File: src/rtl/lowp_decim_if.sv
// Sample-in / decimated-result-out bundle between the low-pass stage, the decimator and its consumer.
// The master side drives strobes, control and out_ready; the slave (decimator) returns results and drop status.
interface lowp_decim_if #(
  parameter int W = 28
);
  logic                enable;
  logic signed [W-1:0] signal_in;
  logic [3:0]          decim_log2;
  logic                clear;
  logic signed [W-1:0] out_data;
  logic                out_valid;
  logic                out_ready;
  logic                overrun;
  logic [15:0]         drop_count;

  modport master (
    output enable, signal_in, decim_log2, clear, out_ready,
    input  out_data, out_valid, overrun, drop_count
  );

  modport slave (
    input  enable, signal_in, decim_log2, clear, out_ready,
    output out_data, out_valid, overrun, drop_count
  );
endinterface

File: src/rtl/lowp_decim.sv
// Block-average decimator: sums 2^k strobed samples, shifts right by k, and queues results in a 2-entry FIFO.
// Result is visible one cycle after the block's last strobe; a result arriving with the FIFO full is dropped and counted.
module lowp_decim #(
  parameter int W      = 28,
  parameter int MAXLOG = 8
) (
  input logic        clock_in,
  input logic        reset_n,
  lowp_decim_if.slave io
);

  localparam int AW = W + MAXLOG;
  localparam int CW = MAXLOG;

  typedef enum logic [1:0] {
    EMPTY = 2'd0,
    ONE   = 2'd1,
    TWO   = 2'd2
  } fifo_st_e;

  fifo_st_e             st_q, st_d;
  logic signed [AW-1:0] acc_q, acc_d;
  logic [CW-1:0]        cnt_q, cnt_d;
  logic [3:0]           k_q, k_d;
  logic signed [W-1:0]  head_q, head_d;
  logic signed [W-1:0]  tail_q, tail_d;
  logic                 ovr_q, ovr_d;
  logic [15:0]          drop_q, drop_d;

  logic [3:0]           k_clamp;
  logic [3:0]           k_use;
  logic signed [AW-1:0] sum;
  logic signed [AW-1:0] shifted;
  logic signed [W-1:0]  result;
  logic [CW-1:0]        term_cnt;
  logic                 last;
  logic                 push;
  logic                 pop;

  always_comb begin
    k_clamp  = (io.decim_log2 > MAXLOG[3:0]) ? MAXLOG[3:0] : io.decim_log2;
    // k is only sampled from the input on the first strobe of a block
    k_use    = (cnt_q == '0) ? k_clamp : k_q;
    sum      = acc_q + {{MAXLOG{io.signal_in[W-1]}}, io.signal_in};
    shifted  = sum >>> k_use;
    result   = shifted[W-1:0];
    // Wraps to all-ones when k == MAXLOG, which is exactly the last count of a full block
    term_cnt = (CW'(1) << k_use) - CW'(1);
    last     = (cnt_q == term_cnt);
    push     = io.enable && last;
    pop      = (st_q != EMPTY) && io.out_ready;
  end

  always_comb begin
    st_d   = st_q;
    acc_d  = acc_q;
    cnt_d  = cnt_q;
    k_d    = k_q;
    head_d = head_q;
    tail_d = tail_q;
    ovr_d  = ovr_q;
    drop_d = drop_q;

    if (io.clear) begin
      st_d   = EMPTY;
      acc_d  = '0;
      cnt_d  = '0;
      k_d    = '0;
      head_d = '0;
      tail_d = '0;
      ovr_d  = 1'b0;
      drop_d = '0;
    end else begin
      if (io.enable) begin
        k_d = k_use;
        if (last) begin
          acc_d = '0;
          cnt_d = '0;
        end else begin
          acc_d = sum;
          cnt_d = cnt_q + CW'(1);
        end
      end

      unique case (st_q)
        EMPTY: begin
          if (push) begin
            head_d = result;
            st_d   = ONE;
          end
        end
        ONE: begin
          if (push && pop) begin
            head_d = result;
          end else if (push) begin
            tail_d = result;
            st_d   = TWO;
          end else if (pop) begin
            st_d = EMPTY;
          end
        end
        TWO: begin
          if (pop) begin
            head_d = tail_q;
            if (push) tail_d = result;
            else      st_d   = ONE;
          end else if (push) begin
            ovr_d = 1'b1;
            if (drop_q != 16'hFFFF) drop_d = drop_q + 16'd1;
          end
        end
        default: st_d = EMPTY;
      endcase
    end
  end

  always_ff @(posedge clock_in) begin
    if (!reset_n) begin
      st_q   <= EMPTY;
      acc_q  <= '0;
      cnt_q  <= '0;
      k_q    <= '0;
      head_q <= '0;
      tail_q <= '0;
      ovr_q  <= 1'b0;
      drop_q <= '0;
    end else begin
      st_q   <= st_d;
      acc_q  <= acc_d;
      cnt_q  <= cnt_d;
      k_q    <= k_d;
      head_q <= head_d;
      tail_q <= tail_d;
      ovr_q  <= ovr_d;
      drop_q <= drop_d;
    end
  end

  assign io.out_data   = head_q;
  assign io.out_valid  = (st_q != EMPTY);
  assign io.overrun    = ovr_q;
  assign io.drop_count = drop_q;

endmodule
File: src/flat_wrapper.sv
// flat-port wrapper written by rule: the top's interface ports become plain ports
module lowp_decim_flat 
#(
  parameter int W      = 28,
  parameter int MAXLOG = 8
)
  (clock_in, reset_n, io_enable, io_signal_in, io_decim_log2, io_clear, io_out_ready, io_out_data, io_out_valid, io_overrun, io_drop_count);
  lowp_decim_if #(.W(W)) io_i ();
  input logic clock_in;
  input logic reset_n;
  input wire logic [$bits(io_i.enable)-1:0] io_enable;
  input wire logic [$bits(io_i.signal_in)-1:0] io_signal_in;
  input wire logic [$bits(io_i.decim_log2)-1:0] io_decim_log2;
  input wire logic [$bits(io_i.clear)-1:0] io_clear;
  input wire logic [$bits(io_i.out_ready)-1:0] io_out_ready;
  output wire logic [$bits(io_i.out_data)-1:0] io_out_data;
  output wire logic [$bits(io_i.out_valid)-1:0] io_out_valid;
  output wire logic [$bits(io_i.overrun)-1:0] io_overrun;
  output wire logic [$bits(io_i.drop_count)-1:0] io_drop_count;
  assign io_i.enable = io_enable;
  assign io_i.signal_in = io_signal_in;
  assign io_i.decim_log2 = io_decim_log2;
  assign io_i.clear = io_clear;
  assign io_i.out_ready = io_out_ready;
  assign io_out_data = io_i.out_data;
  assign io_out_valid = io_i.out_valid;
  assign io_overrun = io_i.overrun;
  assign io_drop_count = io_i.drop_count;
  lowp_decim #(.W(W), .MAXLOG(MAXLOG)) u_core (.clock_in(clock_in), .reset_n(reset_n), .io(io_i));
endmodule
File: config.mk
export PLATFORM = sky130hd
export DESIGN_NAME = lowp_decim_flat
export DESIGN_NICKNAME = d
export VERILOG_FILES = /design/src/rtl/lowp_decim_if.sv /design/src/rtl/lowp_decim.sv /design/src/flat_wrapper.sv
export SDC_FILE = /design/constraint.sdc
export NUM_CORES = 1
export LEC_CHECK = 0
export CAP_MARGIN = 20
export CORE_ASPECT_RATIO = 0.5
export CORE_MARGIN = 2
export CORE_UTILIZATION = 60
export CTS_CLUSTER_SIZE = 20
export DETAILED_ROUTE_END_ITERATION = 8
export PLACE_DENSITY_LB_ADDON = 0.08
export SLEW_MARGIN = 25
export SYNTH_ARGS = -nofsm -noshare
export SYNTH_HDL_FRONTEND = slang
export SYNTH_SLANG_ARGS = --single-unit
File: constraint.sdc
create_clock -name clock_in -period 6.8 [get_ports clock_in]
set_input_delay 0.68 -clock clock_in [delete_from_list [all_inputs] [get_ports clock_in]]
set_output_delay 0.68 -clock clock_in [all_outputs]
set_load 0.1 [all_outputs]
### After elaboration in Yosys (flattened, before gate mapping)

Cells that the tools add are included.

* flip-flop bits (word level): 123
* input port bits: 37
* output and inout bits: 46
* logic and storage cells: 60

* $add $sub $neg: 4
* order comparisons: 1
* equal/unequal tests: 10
* shift operators: 2
* mux-type cells: 19
* bitwise logic cells: 2
* reduce and logical (&&, ||, !) cells: 14

Operators by type and width (number)
* $mux W28: 6
* $pmux W28 S3: 1
* $pmux W28 S2: 1
* $add A36 B36 Y36: 1
* $mux W36: 1
* $sshr A36 B4 Y28: 1
* $add A16 B1 Y16 const B: 1
* $ne A16 B16 Y1 const B: 1
* $mux W2: 6
* $add A8 B1 Y8 const B: 1
* $eq A8 B8 Y1: 1
* $logic_not A8 Y1: 1
* $mux W4: 2
* $mux W8: 1
* $reduce_and A4 Y1: 2
* $shl A1 B4 Y8 const A: 1
* $sub A8 B2 Y8 const B: 1
* $ne A2 B1 Y1 const B: 3
* $pmux W2 S3: 1
* $reduce_and A3 Y1: 2
* $reduce_and A5 Y1: 1
* $gt A4 B4 Y1 const B: 1
* $ne A2 B2 Y1 const B: 2
* $reduce_bool A2 Y1: 2
* other kinds (8): 11

### Logic depth before layout (Yosys ltp)

Gate-level depths: netlist (run 1).

* word-level depth: 10
* depth in mapped cells: 24
* gate-level depth less buffers: 18

### Worst setup path after synthesis (run 1)

Ideal clock, no wire load.

* kind: reg-to-reg
* start point: register u_core.cnt_q[0]
* end point: register u_core.drop_q[14] (netlist: u_core.io.drop_count[14])
* library setup time: 0.128 ns
* data arrival time: 4.997 ns
* required time: 6.672 ns
* slack: 1.675 ns
* stages on the path, launching flop included: 25
* path buffers: 6
* clock period less this slack: 5.125 ns
* cells stage by stage: dfxtp_1 > inv_1 > ha_1 > nor4b_2 > nand2_2 > buf_2 > mux2i_2 > clkbuf_1 > buf_2 > nor2_1 > nand2_1 > ha_1 > clkbuf_1 > xnor2_1 > nand2_1 > o311ai_0 > o2111a_1 > o221ai_2 > or2_1 > buf_2 > or4_1 > buf_4 > nor3_2 > xnor2_1 > nor2_1

* word-level cells in the longest chain between the ends: 7

RTL lines
* from (decl): line lowp_decim.sv:23 `logic [CW-1:0] cnt_q, cnt_d;`
* from (signal assigned): line lowp_decim.sv:130 `cnt_q <= cnt_d;`
* $logic_not A8 Y1: line lowp_decim.sv:43 `k_use = (cnt_q == '0) ? k_clamp : k_q;`
* $mux W4: line lowp_decim.sv:43
* $shl A1 B4 Y8: line lowp_decim.sv:48 `term_cnt = (CW'(1) << k_use) - CW'(1);`
* $sub A8 B2 Y8: line lowp_decim.sv:48
* $eq A8 B8 Y1 *: line lowp_decim.sv:49 `last = (cnt_q == term_cnt);`
* $logic_and A1 B1 Y1 *: line lowp_decim.sv:50 `push = io.enable && last;`
* $reduce_and A4 Y1 (no line) *
* to (signal assigned): line lowp_decim.sv:135 `drop_q <= drop_d;`
* to (decl): line lowp_decim.sv:28 `logic [15:0] drop_q, drop_d;`

Mark *: on every way between the ends. The rest lies on a longest branch, timed or not.
A chain may end at the register's enable or synchronous reset.

### Final worst setup path (run 1)

* start point: register u_core.cnt_q[0]
* end point: register u_core.tail_q[2]

* word-level cells in the longest chain between the ends: 9
* elaborated cells between the ends (all ways): 14
* classes of those cells: add/sub: 1; eq/ne: 2; shift: 2; mux: 5; reduce/logical: 4

RTL lines
* $logic_not A8 Y1: line lowp_decim.sv:43
* $mux W4: line lowp_decim.sv:43
* $shl A1 B4 Y8: line lowp_decim.sv:48
* $sub A8 B2 Y8: line lowp_decim.sv:48
* $eq A8 B8 Y1: line lowp_decim.sv:49
* $logic_and A1 B1 Y1: line lowp_decim.sv:50
* $mux W28 / $logic_and A1 B1 Y1 (equally long branches): line lowp_decim.sv:95, lowp_decim.sv:105, lowp_decim.sv:93
* $mux W28, or another cell as far along: line lowp_decim.sv:103 `if (pop) begin`
* $pmux W28 S2 / $reduce_and A3 Y1 (equally long branches)
* to (signal assigned): line lowp_decim.sv:133 `tail_q <= tail_d;`
* to (decl): line lowp_decim.sv:26 `logic signed [W-1:0] tail_q, tail_d;`

Several ways; a longest one is shown, not always the timed one. The select of a mux whose other input is x is not followed.

==> results.toml, run 1 <==
[die]
die-area_sq_um = 18300
coreArea_sq_um = 16600
die_h_um = 96.8
pin_count = 83
rows = 33
die-width_um = 190
start_util_pct = 62.2

[clock_network]
clockBufferDepth = 2
cts_sinks = 123
postCtsHoldBufs = 0
clock_latency_ns = 0.44
cts_buffers = 17
cts_tree = "yes"
cts_resized = 0
post_cts_buffers = 0
clk_pin_slew_worst_paths_ns = 0.06
cts_htree_levels = 4
clock-root-buffer = "clkbuf_16"

[worst_setup_path]
crit_arrival_ns = 5.99
crit_slowest_cell = "or3_1"
critical_path_class = "flip-flop to flip-flop"
rr_startpoint = "u_core.cnt_q[0]"
start_kind = "flip-flop"
crit_fanout = 20
slowest_delay_ns = 0.73
setup.worst_path.start = "u_core.cnt_q[0]"
required_ns = 7.11
cp_cell_sequence = "inv_1 -> ha_1 -> nor4b_2 -> nand2_2 -> mux2_2 -> nor2_1 -> nand2_1 -> ha_1 -> xnor2_1 -> nand2_1 -> o311ai_0 -> o2111a_1 -> o221ai_2 -> or2_1 -> or3_1 -> a2111oi_0 -> nor2_1"
end_kind = "flip-flop"

[placement]
placed_area_sq_um = 11200
post-place-ws_ns = 1.32
place_hpwl_um = 26700
portBuffers = 82
globalplace.congestion = 1.02
placed_cells = 1632

[synth]
synth-main-ff-cell = "dfxtp_1"
syn_nets = 1486
synth.top_cells.by_area = "dfxtp_1, a21oi_1, ha_1"
ys_warn_count = 0
postSynthCellCount = 1405
synth_top_area_share_pct = 23.8
yosysSeqAreaShare_pct = 23.8
syn_area_per_cell_sq_um = 7.35
synth-async-reset-ratio_pct = 0
synth-seq-cells = 123
yosysTopAreaCell = "dfxtp_1"
synth_edf_count = 0
yosysUniqueCellTypes = 89
synthesis.area_sq_um = 10300

[timing]
setup_slack_ns = 1.13
finalHoldViolations = 0
rsz0062_at_grt = "false"
finalClockSkew_ns = 0.0100
relSlewSlack_pct = 26.9
setup-violations-final = 0
clock.fmax_mhz = 176
period_needed_ns = 5.67
slew_viol_final = 0
post-route-period-util_pct = 83.4
worstMarginPinSlew_ns = 1.09
finalSetupTns_ns = 0

[min_path]
hold_path_class = "flip-flop to flip-flop"
min_from = "u_core.tail_q[12]"

[pwr]
power_density_nw_per_um2 = 198
p_seq_share_pct = 31.6
swShare_pct = 35.7
peakVddDrop_uv = 183
clkPwrFrac_pct = 39.8
p_int_mw = 1.50
power_switching_mw = 0.836
p_leak_nw = 4.26
p_comb_share_pct = 28.5

[finish]
n_antenna_cell = 0
layout_common_cells = "nand2_1, a21oi_1, nor2_1"
drive_above_1_share_pct = 7.59
areaGrowthSynthToFinish_pct = 14.3
nets = 1505
final_area_sq_um = 11800
finalNonFillerCells = 1664

[routing]
routed_wl_um = 36600
drtIter0Drc = 1744
vias_per_cell = 7.06
dr.pass1.iters = 8
wl_per_cell_um = 22.0
dr_total_vias = 11742
postRouteAntennaNets = 0
drc = 0

[global_route]
grt_pass1_vias = 10402
grt_start_max_net_pins = 75
overflow = 0
grt_pass1_wl_um = 57400
grt_usage_pct = 39.5
antenna_found_initial = 0

[status]
status = "complete, no violations"

[run]
cap_viol_max_count = 0
==> through the flow <==
step | power (mW) | hold WS (ns) | utilization [%]
2_1_floorplan | 1.19 | 0.432 | -
3_3_place_gp | 1.38 | 0.439 | 67.5
3_5_place_dp | 1.39 | 0.447 | 67.5
4_1_cts | 2.31 | 0.454 | 71.1
5_1_grt | 2.42 | 0.475 | 71.1
6_report | 2.34 | 0.455 | 71.1
==> final cells by class <==
class	instances	area, sq um
clock inverters	14	163
multi-input cells	1158	7410
clock buffers	18	429
well taps	227	284
flip-flops and latches	123	2460
fillers	1351	4790
repair buffers	103	976
inverters	21	78.8
==> critical path, delay by kind of cell, from the launching register on <==
| family | cells | cell delay [ns] |
|---|---|---|
| adders and majority gates | 2 | 0.54 |
| AOI/OAI and AO/OA | 4 | 1.22 |
| muxes | 1 | 0.41 |
| DFF | 1 | 0.35 |
| buffers and inverters | 1 | 0.10 |
| and+or+nand+nor | 8 | 2.65 |
| xor gates and xnor gates | 1 | 0.26 |
==> kinds of logic after synthesis <==
kind of cell	count (synthesis)	share of synthesized area [%]
compound gates	486	31.0
fa+ha+maj	44	5.40
simple gates	528	24.6
xor+xnor	54	4.58
mux	46	5.68
buf+inv	124	4.81
flops	123	23.8
==> path summary, 6_finish.rpt <==
kind	endpoint	slack (ns)	cells after the start
worst max register to register	u_core.tail_q[2]	1.13	17
worst max-delay path	u_core.tail_q[2]	1.13	17
worst min-delay path	u_core.tail_q[12]	0.45	2
worst min register to register	u_core.tail_q[12]	0.45	2
==> routing by layer <==
layer  track usage, %  vias up  share of wire [%]
li1                 -     5333                  -
met1             58.6     5516                 44
met2             53.6      818                 39
met3             14.3       75                 15
met4             9.00        0                2.0
met5                0        -                  0
==> state kept, by name, indices dropped and copies added, names as in the netlist <==
signal / cells
u_core.k_q: 4
u_core.st_q: 2
u_core.io.drop_count: 16
u_core.io.out_data: 28
u_core.acc_q: 36
u_core.io.overrun: 1
u_core.cnt_q: 8
u_core.tail_q: 28
==> power by group through the flow <==
| stage | clock network (mW) | logic, mW | registers, mW |
|---|---|---|---|
| finish | 0.932 | 0.668 | 0.740 |
| global route | 0.970 | 0.708 | 0.741 |
| CTS | 0.932 | 0.634 | 0.740 |
| detailed placement | 0 | 0.630 | 0.756 |
| global placement | 0 | 0.621 | 0.755 |
| floorplan | 0 | 0.441 | 0.752 |
==> cells in the mapped netlist (all sizes together) (14+ instances only) <==
cell,instances
a211oi,43
a21o,20
a21oi,133
a31oi,26
buf,24
clkbuf,79
dfxtp,123
ha,43
inv,20
mux2i,26
nand2,134
nand2b,14
nand3,98
nand4,18
nor2,132
nor3,55
nor4,15
o211ai,24
o21a,14
o21ai,103
or3,18
xnor2,28
xor2,26
Power figures use the tool's default switching activity.
==> run 2: changes to the inputs <==
Clock period 6.8 ns to 5.9 ns, I/O delays scaled along.
==> run 2 against run 1 <==
Net effect: count of clock-buffer cells in the layout stayed put; non-clock buffer count is 9 higher; utilization is 0.23 points higher; sequential share of layout area is 0.066 points lower; sequential power is 15% higher; die area stayed put; critical path depth is 2 higher.
==> results.toml, run 2 (synthesis results as in run 1) <==
[worst_setup_path]
crit_fanout = 19
crit_arrival_ns = 5.62
end_kind = "flip-flop"
start_kind = "flip-flop"
required_ns = 6.18
critical_path_class = "flip-flop to flip-flop"
r2r_cells = 19

[timing]
clock.fmax_mhz = 187
post-route-period-util_pct = 90.5
worstMarginPinSlew_ns = 1.01
whs_ns = 0.457
slew_viol_final = 0
finalHoldViolations = 0
rsz0062_at_grt = "false"
finalSetupTns_ns = 0
finalClockSkew_ns = 0.0112
period_needed_ns = 5.34
setup-violations-final = 0
relSlewSlack_pct = 32.7

[routing]
drtIter0Drc = 1949
routed_wl_um = 36500
dr_total_vias = 11852
drc = 0
postRouteAntennaNets = 0
wl_per_cell_um = 21.8
vias_per_cell = 7.08
dr.pass1.iters = 6

[finish]
finalNonFillerCells = 1673
regMostFlops = "u_core.acc_q"
areaGrowthSynthToFinish_pct = 14.7
largest_reg_flops = 36
fillerInstances = 1426
drive_above_1_share_pct = 8.09
nets = 1514
n_antenna_cell = 0
layout_common_cells = "nand2_1, a21oi_1, nor2_1"

[global_route]
grt_start_max_net_pins = 75
overflow = 0
grt_usage_pct = 39.5
grt_pass1_vias = 10479
antenna_found_initial = 0
grt_pass1_wl_um = 57700

[die]
die-area_sq_um = 18300
pin_count = 83
rows = 33
start_util_pct = 62.2
die_h_um = 96.8
coreArea_sq_um = 16600
die-width_um = 190

[clock_network]
clockBufferDepth = 2
postCtsHoldBufs = 0
clk_pin_slew_worst_paths_ns = 0.07
clock_latency_ns = 0.43
cts_buffers = 17
cts_resized = 0
cts_tree = "yes"
post_cts_buffers = 0
cts_sinks = 123
clock-root-buffer = "clkbuf_16"
cts_htree_levels = 4

[min_path]
hold_depth = 2
hold_path_class = "flip-flop to flip-flop"

[placement]
placed_cells = 1641
portBuffers = 82
globalplace.congestion = 1.02
place_hpwl_um = 26700

[pwr]
peakVddDrop_uv = 209
power_density_nw_per_um2 = 224
power_mw = 2.65
p_leak_nw = 4.30

[run]
cap_viol_max_count = 0

[status]
status = "complete, no violations"
-- run 2: layer usage --
| metal | vias up | wire length (um) | global-route usage [%] |
|---|---|---|---|
| li1 | 5361 | - | - |
| met1 | 5546 | 16000 | 58.7 |
| met2 | 858 | 14300 | 54.2 |
| met3 | 87 | 5490 | 13.3 |
| met4 | 0 | 650 | 9.36 |
| met5 | - | 0 | 0 |
-- run 2: power by group --
part / internal, mW / switching, mW
Sequential: 0.842 / 0.0112
Combinational: 0.262 / 0.506
Clock: 0.589 / 0.443
-- run 2: worst max-delay path: stages (launching register included) --
cell and delay [ns]:
dfxtp_1 0.43, inv_1 0.08, ha_1 0.21, nor4b_2 0.17
nand2_2 0.42, mux2_2 0.41, nor2_1 0.11, buf_4 0.17
nand2_1 0.07, ha_1 0.36, xnor2_1 0.26, nand2_1 0.07
o311ai_0 0.29, o2111a_1 0.32, a21boi_1 0.18, o2111ai_1 0.41
nor4_2 0.78, nand3_1 0.18, xor2_1 0.18, nor2_1 0.06
-- run 2: final timing paths --
path         slack [ns]             start                 endpoint
min reg2reg        0.46  u_core.tail_q[5]         u_core.tail_q[5]
max reg2reg        0.56   u_core.cnt_q[0]  u_core.io.drop_count[5]
min                0.46  u_core.tail_q[5]         u_core.tail_q[5]
max                0.56   u_core.cnt_q[0]  u_core.io.drop_count[5]
-- run 2: area by class of cell --
type                       instances  area (sq um)  share of cell area, %
timing repair buffer             112          1040                   8.79
clock buffer                      18           429                   3.62
multi-input combinational       1158          7410                   62.6
clock inverter                    14           138                   1.16
sequential                       123          2460                   20.8
tap                              227           284                   2.40
inverter                          21          78.8                  0.666
-- run 2: through the flow --
stage / util, % / instance area [sq um] / setup WS (ns)
finish: 71.3 / 11800 / 0.563
global route: 71.3 / 11800 / 0.200
CTS: 71.3 / 11800 / 0.635
detailed placement: 67.9 / 11300 / 0.599
global placement: 67.9 / 11300 / 0.817
floorplan: - / 10300 / 0.775
